`src/rtl/tausworthe_pkg.sv`:
```
// Shared constants for the taus88 uniform generator: seed scramble words,
// minimum-state OR masks and the per-component shift/mask triplets.
package tausworthe_pkg;

  typedef logic [31:0] word_t;

  localparam word_t SEED_C0 = 32'h1234_5678;
  localparam word_t SEED_C1 = 32'h8765_4321;
  localparam word_t SEED_C2 = 32'hDEAD_BEEF;

  // ORed into each seeded component so the taus88 lower bounds always hold
  localparam word_t MIN_OR0 = 32'h0000_0002;
  localparam word_t MIN_OR1 = 32'h0000_0008;
  localparam word_t MIN_OR2 = 32'h0000_0010;

  localparam int unsigned SH0_A = 13;
  localparam int unsigned SH0_B = 19;
  localparam int unsigned SH0_C = 12;
  localparam int unsigned SH1_A = 2;
  localparam int unsigned SH1_B = 25;
  localparam int unsigned SH1_C = 4;
  localparam int unsigned SH2_A = 3;
  localparam int unsigned SH2_B = 11;
  localparam int unsigned SH2_C = 17;

  localparam word_t MASK0 = 32'hFFFF_FFFE;
  localparam word_t MASK1 = 32'hFFFF_FFF8;
  localparam word_t MASK2 = 32'hFFFF_FFF0;

endpackage

```
`src/rtl/tausworthe_step.sv`:
```
// One Tausworthe component advance, purely combinational:
// nxt = ((st & MASK) << SC) ^ (((st << SA) ^ st) >> SB).
module tausworthe_step
  import tausworthe_pkg::*;
#(
  parameter int unsigned SA   = 13,
  parameter int unsigned SB   = 19,
  parameter int unsigned SC   = 12,
  parameter word_t       MASK = 32'hFFFF_FFFE
) (
  input  logic [31:0] st,
  output logic [31:0] nxt
);

  logic [31:0] fb;

  assign fb  = ((st << SA) ^ st) >> SB;
  assign nxt = ((st & MASK) << SC) ^ fb;

endmodule

```
`src/rtl/tausworthe.sv`:
```
// Combined three-component Tausworthe URNG (taus88): seeds from s on the first
// edge after reset release, then emits one registered 32-bit word per clock.
module tausworthe
  import tausworthe_pkg::*;
#(
  parameter word_t C0 = SEED_C0,
  parameter word_t C1 = SEED_C1,
  parameter word_t C2 = SEED_C2
) (
  input  logic        clk,
  input  logic        reset,
  input  logic [31:0] s,
  output logic [31:0] y
);

  logic [31:0] st0, st1, st2;
  logic [31:0] nxt0, nxt1, nxt2;
  logic        seeded;

  tausworthe_step #(.SA(SH0_A), .SB(SH0_B), .SC(SH0_C), .MASK(MASK0)) u_step0 (
    .st  (st0),
    .nxt (nxt0)
  );

  tausworthe_step #(.SA(SH1_A), .SB(SH1_B), .SC(SH1_C), .MASK(MASK1)) u_step1 (
    .st  (st1),
    .nxt (nxt1)
  );

  tausworthe_step #(.SA(SH2_A), .SB(SH2_B), .SC(SH2_C), .MASK(MASK2)) u_step2 (
    .st  (st2),
    .nxt (nxt2)
  );

  // The seed-load edge only scrambles s into the state; y stays 0 until the next edge.
  always_ff @(posedge clk or posedge reset) begin
    if (reset) begin
      st0    <= C0 | MIN_OR0;
      st1    <= C1 | MIN_OR1;
      st2    <= C2 | MIN_OR2;
      seeded <= 1'b0;
      y      <= '0;
    end else if (!seeded) begin
      st0    <= (s ^ C0) | MIN_OR0;
      st1    <= (s ^ C1) | MIN_OR1;
      st2    <= (s ^ C2) | MIN_OR2;
      seeded <= 1'b1;
    end else begin
      st0 <= nxt0;
      st1 <= nxt1;
      st2 <= nxt2;
      y   <= nxt0 ^ nxt1 ^ nxt2;
    end
  end

endmodule

```
`config.mk`:
```
export PLATFORM = sky130hd
export DESIGN_NAME = tausworthe
export DESIGN_NICKNAME = d
export VERILOG_FILES = /design/src/rtl/tausworthe_pkg.sv /design/src/rtl/tausworthe_step.sv /design/src/rtl/tausworthe.sv
export SDC_FILE = /design/constraint.sdc
export NUM_CORES = 1
export LEC_CHECK = 0
export CAP_MARGIN = 20
export CORE_MARGIN = 2
export CORE_UTILIZATION = 45
export CTS_CLUSTER_SIZE = 16
export DETAILED_ROUTE_END_ITERATION = 7
export PLACE_DENSITY = 0.76
export SYNTH_ARGS = -nofsm -noshare
export SYNTH_HDL_FRONTEND = slang
export SYNTH_HIERARCHICAL = 1
export SYNTH_SLANG_ARGS = --single-unit
```
`constraint.sdc`:
```
create_clock -name clk -period 10.82 [get_ports clk]
set_input_delay 1.623 -clock clk [delete_from_list [all_inputs] [get_ports clk]]
set_output_delay 1.623 -clock clk [all_outputs]
set_load 0.03 [all_outputs]
```
[Word-level counts from Yosys, hierarchy flattened]
Cells that the tools add are included.
Operators by class
  add/subtract/negate cells: 0
  $mul: 0
  div/mod/pow operators: 0
  order comparisons: 0
  eq/ne operators: 0
  shifts and indexed selects: 0
  muxes and demuxes: 3
  bitwise logic cells: 11
  reduce and logical (&&, ||, !) cells: 0
Operators by type and width (count)
  bitwise XOR 32 bit: 5
  two-way mux 32 bit: 3
  bitwise XOR 32 x 13 -> 32 bit: 1
  bitwise XOR 32 x 21 -> 32 bit: 1
  bitwise XOR 32 x 7 -> 32 bit: 1
  inverter 13 bit: 2
  inverter 24 bit: 1
Storage, ports and cells
  register bits after elaboration: 129
  latch bits: 0
  bits in writable memories: 0
  ROM bits: 0
  output and inout bits: 32
  word-level logic and storage cells: 19
  memories: 0

[Depth between registers and ports, before layout]
Gate-level depths: netlist of the first run.
  word-level depth: 4
  mapped depth: 6

[By module]
The synthesis of the first run kept the hierarchy.
By module, submodules not included
  tausworthe: times used 1, cells an instance 421, area each 5735.5 um^2
  tausworthe_step at u_step2: times used 1, cells an instance 32, area each 266.5 um^2
  tausworthe_step at u_step0: times used 1, cells an instance 32, area each 256.5 um^2
  tausworthe_step at u_step1: times used 1, cells an instance 32, area each 249.0 um^2

[Worst setup path after synthesis of the first run]
Ideal clock, no wire load.
  kind: register to output
  start point: register y[0]
  end point: output port y[0]
  arrival: 0.482 ns
  data required time: 9.197 ns
  setup slack: 8.715 ns
  cell stages (with the launch flop): 1
  buffers on the path: 0
  path through: dfrtp_1
RTL lines
  start, declared: RTL line tausworthe.sv:13  | output logic [31:0] y
  start signal, assigned: RTL line tausworthe.sv:52  | y <= nxt0 ^ nxt1 ^ nxt2;
No word-level cell between the ends.

[Worst setup path in the final report of the first run]
  start point: register y[26]
  end point: output port y[26]
No word-level cell between the ends.

==> results.ini, run 1 <==
[detailed_routing]
drc=0
dr.first_iter.drc_count=263
met3RoutedLength_um=611
dr_wl_met2_mm=5.75
m1WireLength_mm=5.12
wl_per_cell_um=16.8
highest_layer=met4
vias=3251
drt-vias-per-instance=4.68
postRouteAntennaNets=0
routed_wl_mm=11.7
drt-pass1-iter-count=4

[timing]
skew_ns=0.0142
rsz0062_at_grt=no
finalSetupViolations=0
tns_ns=0
post-route-min-period_ns=3.07
setup_slack_ns=7.75
slew_violations=0
fin_crit_sh_pct=28.4
fmax_ghz=0.326
finalHoldViolations=0
tightest_slew_ns=1.06
slew_headroom_pct=29.3

[final_layout]
diodes=0
drive_gt1_share_pct=26.8
stdcell_area_um2=7050
final_nets=539
area_growth_pct=13.7

[setup_path]
cp_max_fo=2
worst_setup_path_end_kind=output port
reg2reg_depth=3
startpoint_type=flop
worstPathArrival_ns=1.45
critPathKind=reg -> out
required_ns=9.20
cp_cell_sequence=clkdlybuf4s50_1
crit_buf_inv=1
worst-path-stages=1
crit_path_top_delay_cell=clkdlybuf4s50_1
critical_path.top_delay_family=buffers and inverters
slowest_delay_ns=0.68

[power]
p_sw_share_pct=30.3
pwr-share-clk_pct=30.4
p_int_uw=1190
ir_drop_mv=0.117
p_comb_share_pct=31.8
p_switching_uw=516
sequentialPowerShare_pct=37.9
p_leak_uw=0.00338
cellPowerDensity_nw_per_um2=242

[clock_network]
cts_buffers=17
clock_sinks=121
cts_setup_buffers=0
post_cts_resized=0
htree_levels=4
path_clk_slew_ns=0.05
root_buffer=clkbuf_16
cts.path.max_buffers=2
clk-insertion-delay-late_ns=0.41
cts_tree=yes
hold_buffers=0

[synthesis]
syn_area_um2=6200
ys_warn_count=6
synth_cells=494
synth_nets=528
synth_area_per_cell_um2=12.6

[hold_path]
worstHoldPathType=reg -> reg
hold_path_depth=2

[floorplan]
core-area_um2=13300
placementRows=42
dieWidth_um=121
dieArea_um2=14700
fp.dieH_um=121
start_util_pct=46.5
pin_count=66

[placement]
globalplace.congestion=0.854
dp_hpwl_mm=8.29
place_ws_ns=7.39
dpl_cell_area_um2=6510
portBuffers=63

[global_route]
grt_max_degree=93
grt_pass1_vias=3545
grt_overflow=0
grt_use_total_pct=17.7
antenna_found_initial=0
grt_pass1_wl_mm=18.9

[status]
status=finished clean

[run]
maxCapViolations=0

-- placed cells by master (no fill, tap or decap) --
master,count
dfrtp_1,72
nand2_1,63
clkdlybuf4s50_1,63
dfstp_2,48
inv_1,44
xor2_1,41
xor3_1,32
a21oi_2,30
mux2_2,28
nand2b_1,18
clkbuf_16,17
nor2b_1,14
a21boi_0,9
a21o_1,8
clkbuf_1,8
mux2_4,5
clkbuf_8,3
clkinv_2,3
a21boi_1,2
a21oi_1,2
buf_4,2
mux2i_1,1
o21ai_0,1
inv_4,1
bufinv_16,1
dfrtp_4,1
conb_1,1
-- flip-flops by register name, summed over array words and instances (netlist names) --
register,count
seeded,1
st2,28
y,32
st0,31
st1,29
-- cell type report --
type                    instances  area, um^2
multi-input cells             255        2380
clock buffers                  28         497
inverters                      45         171
well taps                     176         220
flip-flops and latches        121        3090
clock inverters                 4        45.0
fillers                      1131        6300
repair buffers                 65         646
-- worst paths after layout --
kind | startpoint | to | slack [ns]
max reg2reg | seeded | st2[19] | 8.33
max in group asynchronous | reset | st1[19] | 7.92
min | st1[5] | st1[9] | 0.46
min reg2reg | st1[5] | st1[9] | 0.46
min in group asynchronous | reset | seeded | 1.74
max | y[26] | y[26] | 7.75
-- routing by layer --
layer	global-route usage [%]	up-vias
met4	6.54	0
met5	0	-
met3	6.06	10
li1	-	1530
met1	22.7	1631
met2	27.8	80
-- power groups by stage --
| stage | logic [uW] | registers (uW) | clock network (uW) |
|---|---|---|---|
| after floorplan | 298 | 734 | 0 |
| after global placement | 537 | 648 | 0 |
| after detailed placement | 546 | 652 | 0 |
| after CTS | 549 | 646 | 528 |
| after global routing | 575 | 659 | 550 |
| final | 541 | 645 | 517 |
-- per-stage QoR --
stage	utilization, %	hold slack, ns	instances	power (uW)
after global placement	48.8	0.452	662	1190
after detailed placement	48.8	0.457	662	1200
after global routing	52.8	0.490	694	1780
after floorplan	-	0.492	494	1030
final	52.8	0.463	694	1700
after CTS	52.8	0.467	694	1720
-- worst register-to-register path, delay by kind of cell (launching register included) --
kind / cells / cell delay (ns)
AO/OA/AOI/OAI: 1 / 0.28
buffers and inverters: 1 / 0.70
flip-flops: 1 / 1.12
AND/OR/NAND/NOR: 1 / 0.27
(Power assumes the default switching activity.)
==> run 2, diff against run 1 <==
--- a/config.mk
+++ b/config.mk
@@ -10,7 +10,7 @@
 export CORE_UTILIZATION = 45
 export CTS_CLUSTER_SIZE = 16
 export DETAILED_ROUTE_END_ITERATION = 7
-export PLACE_DENSITY = 0.76
+export PLACE_DENSITY = 0.78
 export SYNTH_ARGS = -nofsm -noshare
 export SYNTH_HDL_FRONTEND = slang
 export SYNTH_HIERARCHICAL = 1
==> constraint.sdc (replaced) <==
create_clock -name clk -period 2.7 [get_ports clk]
set_input_delay 0.405 -clock clk [delete_from_list [all_inputs] [get_ports clk]]
set_output_delay 0.405 -clock clk [all_outputs]
set_load 0.03 [all_outputs]
==> run 2 against run 1 <==
Compared with the run above: design area up 2.6%; register-to-register slack got worse by 7.3 ns; clock power grew to 4.7 times the previous value; combinational power increased to 4.1 times the previous value; routed wire length is 2.6% higher; critical endpoint unchanged.
==> results.ini, run 2 (same netlist as run 1, synthesis figures left out) <==
[timing]
fin_crit_sh_pct=68.9
setup_slack_ns=0.841  ; -6.91 ns
post-route-min-period_ns=1.86
fmax_ghz=0.538
skew_ns=0.00951  ; -0.00474 ns
tightest_slew_ns=0.604  ; -0.456 ns
slew_headroom_pct=59.7  ; +30 points
finalSetupViolations=0  ; unchanged
rsz0062_at_grt=no
slew_violations=0  ; unchanged
finalHoldViolations=0  ; unchanged
tns_ns=0  ; unchanged

[floorplan]
start_util_pct=46.5  ; unchanged
fp.dieH_um=121  ; unchanged
dieWidth_um=121  ; unchanged
placementRows=42  ; unchanged
dieArea_um2=14700  ; unchanged
core-area_um2=13300  ; unchanged
pin_count=66  ; unchanged

[setup_path]
endpoint=y[26]
reg2reg_to=y[3]
critPathKind=reg -> out
worst-path-stages=1  ; unchanged
worstPathArrival_ns=1.45  ; about the same
reg2reg_depth=3  ; unchanged
required_ns=2.30  ; -6.90 ns
r2r_start=st0[9]
slowest_delay_ns=0.68  ; about the same
crit_buf_inv=1  ; unchanged
cp_cell_sequence=clkdlybuf4s50_1
critical_path.top_delay_family=buffers and inverters
cp_max_fo=2  ; unchanged
crit_path_top_delay_cell=clkdlybuf4s50_1
startpoint=y[26]
startpoint_type=flop
r2r_slack_ns=1.01  ; -7.32 ns
worst_setup_path_end_kind=output port

[clock_network]
post_cts_resized=0  ; unchanged
path_clk_slew_ns=0.06  ; about the same
root_buffer=clkbuf_16
cts_buffers=17  ; unchanged
hold_buffers=0  ; unchanged
cts.path.max_buffers=2  ; unchanged
htree_levels=4  ; unchanged
clk-insertion-delay-late_ns=0.42  ; about the same
clock_sinks=121  ; unchanged
cts_tree=yes
cts_setup_buffers=0  ; unchanged

[detailed_routing]
met3RoutedLength_um=541  ; -11%
highest_layer=met4
postRouteAntennaNets=0  ; unchanged
m1WireLength_mm=5.28  ; +3.1%
dr.first_iter.drc_count=157  ; -40%
vias=3341  ; +2.8%
routed_wl_mm=12.0  ; +2.6%
drt-vias-per-instance=4.77  ; +1.9%
dr_wl_met2_mm=5.90  ; +2.6%
wl_per_cell_um=17.1  ; +1.7%
drc=0  ; unchanged
drt-pass1-iter-count=6  ; +2

[final_layout]
top_regs=y (32), st0 (31), st1 (29)
mostFrequentLayoutCell=dfrtp_1
area_growth_pct=16.7
final_nets=545  ; +1.1%
final_cell_mix=dfrtp_1 (72), nand2_1 (63), clkdlybuf4s50_1 (63), dfstp_2 (48), inv_1 (44)
largest_register_ff_count=32  ; unchanged
drive_gt1_share_pct=29.2  ; +2.4 points
diodes=0  ; unchanged
regMostFlops=y

[power]
ir_drop_mv=0.484  ; +310%
cellPowerDensity_nw_per_um2=998  ; +310%
p_leak_uw=0.00346  ; +2.3%
p_total_uw=7230  ; +320%

[global_route]
grt_pass1_vias=3593  ; +1.4%
antenna_found_initial=0  ; unchanged
grt_max_degree=50  ; -46%
grt_use_total_pct=17.7  ; +0.054 points
grt_pass1_wl_mm=19.3  ; +1.7%
grt_overflow=0  ; unchanged

[status]
status=finished clean

[run]
maxCapViolations=0  ; unchanged

[placement]
place_ws_ns=1.03  ; -6.36 ns
globalplace.congestion=0.828  ; -3.1%
portBuffers=63  ; unchanged
dp_hpwl_mm=8.67  ; +4.5%

[hold_path]
worstHoldPathType=in -> async

run 2: routing by layer:
metal	up-vias	GRT usage (%)
met4	0	6.39
li1	1539	-
met1	1708	23.0
met3	18	4.98
met5	-	0
met2	76	28.6
run 2: area by class of cell:
| class | count | area (um^2) |
|---|---|---|
| Timing Repair Buffer | 71 | 728 |
| Inverter | 45 | 173 |
| Clock buffer | 19 | 453 |
| Sequential cell | 121 | 3090 |
| Clock inverter | 13 | 191 |
| Fill cell | 1083 | 6110 |
| Multi-Input combinational cell | 255 | 2380 |
| Tap cell | 176 | 220 |
run 2: worst min-delay path by stage:
stage / to / cells past startpoint
after detailed placement: st1[25] / 2
after CTS: st0[2] / 2
after global routing: st0[2] / 2
after global placement: st1[25] / 2
final: st0[2] / 2
after floorplan: st0[4] / 1
run 2: report_power, final:
part / internal, uW / switching, uW / leakage (uW)
clock: 1600 / 845 / 0.000306
sequential: 2280 / 307 / 0.00137
combinational: 1160 / 1040 / 0.00179
run 2: through the flow:
step	instances	util, %	hold WS, ns	instance area, um^2
5_1_grt	700	54.2	0.434	7240
3_5_place_dp	668	49.4	0.461	6590
4_1_cts	700	54.2	0.407	7240
3_3_place_gp	668	49.4	0.451	6590
2_1_floorplan	494	-	0.460	6210
6_report	700	54.2	0.398	7240
==> run 3, diff against run 2 <==
==> constraint.sdc (replaced) <==
create_clock -name clk -period 1.7 [get_ports clk]
set_input_delay 0.255 -clock clk [delete_from_list [all_inputs] [get_ports clk]]
set_output_delay 0.255 -clock clk [all_outputs]
set_load 0.03 [all_outputs]
==> run 3 against run 2 <==
Compared with the run above: flip-flop and latch count unchanged; critical endpoint is now y[16]; largest power group unchanged; die area unchanged; largest cell class unchanged; non-clock buffer count up 3; clock power up 42%; setup slack worse by 0.81 ns.
==> results.ini, run 3 (same netlist as run 1, synthesis figures left out) <==
[status]
status=finished clean

[setup_path]
critical_path.top_delay_family=buffers and inverters
crit_buf_inv=1  ; unchanged
slowest_delay_ns=0.67  ; about the same
reg2reg_depth=3  ; unchanged
cp_max_fo=2  ; unchanged
crit_path_top_delay_cell=clkdlybuf4s50_1
reg2reg_to=y[12]
cp_cell_sequence=clkdlybuf4s50_1
r2r_start=st0[18]
worstPathArrival_ns=1.42  ; -0.03 ns
startpoint_type=flop
required_ns=1.44  ; -0.86 ns
r2r_slack_ns=0.08  ; -0.93 ns
worst_setup_path_end_kind=output port
critPathKind=reg -> out

[power]
pwr-share-clk_pct=32.0  ; -1.8 points
p_comb_share_pct=30.8  ; +0.4 points
p_sw_share_pct=31.8  ; +1.5 points
sequentialPowerShare_pct=37.2  ; +1.5 points
cellPowerDensity_nw_per_um2=1510  ; +51%
p_switching_uw=3470  ; +58%
p_leak_uw=0.00357  ; +3.0%
p_int_uw=7430  ; +48%
ir_drop_mv=0.708  ; +46%
p_total_uw=10900  ; +51%

[final_layout]
top_regs=y (32), st0 (31), st1 (29)
regMostFlops=y
multiInputGateArea_um2=2400  ; +0.63%
mostFrequentLayoutCell=dfrtp_1
drive_gt1_share_pct=30.0  ; +0.78 points
stdcell_area_um2=7230  ; -0.14%
fill_cells=1117  ; +3.1%
ff_latch_area_um2=3090  ; unchanged
final_cell_mix=dfrtp_1 (72), nand2_1 (63), dfstp_2 (48), inv_1 (44), xor2_1 (39)
final_nets=548  ; +0.55%
diodes=0  ; unchanged
largest_register_ff_count=32  ; unchanged
area_growth_pct=16.5

[clock_network]
hold_buffers=0  ; unchanged
htree_levels=4  ; unchanged
cts_buffers=17  ; unchanged
path_clk_slew_ns=0.05  ; about the same
cts_tree=yes
clock_sinks=121  ; unchanged
root_buffer=clkbuf_16
cts.path.max_buffers=2  ; unchanged
clk-insertion-delay-late_ns=0.42  ; about the same

[timing]
hold_ws_ns=0.153  ; -0.245 ns
setup_slack_ns=0.0276  ; -0.813 ns
fmax_ghz=0.598
fin_crit_sh_pct=98.4
tns_ns=0  ; unchanged
slew_violations=0  ; unchanged
skew_ns=0.00685  ; -0.00266 ns
finalHoldViolations=0  ; unchanged
post-route-min-period_ns=1.67
rsz0062_at_grt=no
finalSetupViolations=0  ; unchanged

[placement]
portBuffers=63  ; unchanged
globalplace.congestion=0.821  ; -0.77%
place_ws_ns=0.0749  ; -0.952 ns
dpl_cell_area_um2=6640  ; +0.72%
dp_hpwl_mm=8.67  ; about the same

[detailed_routing]
drt-pass1-iter-count=4  ; -2
routed_wl_mm=12.0  ; +0.39%
dr.first_iter.drc_count=203  ; +29%
postRouteAntennaNets=0  ; unchanged
wl_per_cell_um=17.1  ; about the same
vias=3299  ; -1.3%
drc=0  ; unchanged
drt-vias-per-instance=4.69  ; -1.7%

[floorplan]
start_util_pct=46.5  ; unchanged
dieArea_um2=14700  ; unchanged
core-area_um2=13300  ; unchanged
placementRows=42  ; unchanged
dieWidth_um=121  ; unchanged
pin_count=66  ; unchanged
fp.dieH_um=121  ; unchanged

[global_route]
grt_pass1_vias=3520  ; -2.0%
grt_pass1_wl_mm=18.8  ; -2.4%
grt_overflow=0  ; unchanged
antenna_found_initial=0  ; unchanged
grt_use_total_pct=17.4  ; -0.30 points
grt_max_degree=60  ; +20%

[run]
maxCapViolations=0  ; unchanged

[hold_path]
worstHoldPathType=in -> async

-- run 3: stage by stage --
step | instances | utilization (%)
after global placement | 671 | 49.8
after floorplan | 494 | -
final | 703 | 54.2
after CTS | 703 | 53.9
after detailed placement | 671 | 49.8
after global routing | 703 | 54.2
-- run 3: power by group through the flow --
stage	clock [uW]	combinational (uW)	sequential (uW)
after floorplan	0	1890	4670
after global placement	0	3500	4100
after detailed placement	0	3550	4120
after CTS	3540	3410	4070
after global routing	3680	3560	4140
final	3490	3350	4060
-- run 3: worst max path at each step --
stage | from | endpoint | slack, ns | depth (start not counted)
3_3_place_gp | st0[9] | y[3] | 0.12 | 3
6_report | y[16] | y[16] | 0.03 | 1
2_1_floorplan | reset | seeded | 0.0009 | 1
3_5_place_dp | st0[9] | y[3] | 0.07 | 3
4_1_cts | y[7] | y[7] | 0.0001 | 1
5_1_grt | y[16] | y[16] | 0.001 | 1
-- run 3: repair_timing --
action                                  in CTS  in global routing
endpoints found under the setup margin      23                  9
buffers inserted                             0                  0
gates resized for setup                     23                 10
-- run 3: layout make-up --
type	count	area share [%]
clock inverter	15	2.15
timing repair buffer	74	10.6
tap	176	3.05
inverter	45	2.39
multi-input combinational	255	33.1
sequential	121	42.8
clock buffer	17	5.89
-- run 3: per-layer routing --
metal  track usage (%)  share of wire [%]  wire length, um  vias up
met4              5.68                1.9              231        0
met2              28.3                 50             5950       70
met5                 0                  0                0        -
met3              5.08                4.3              519       18
li1                  -                  -                -     1546
met1              22.6                 44             5310     1665
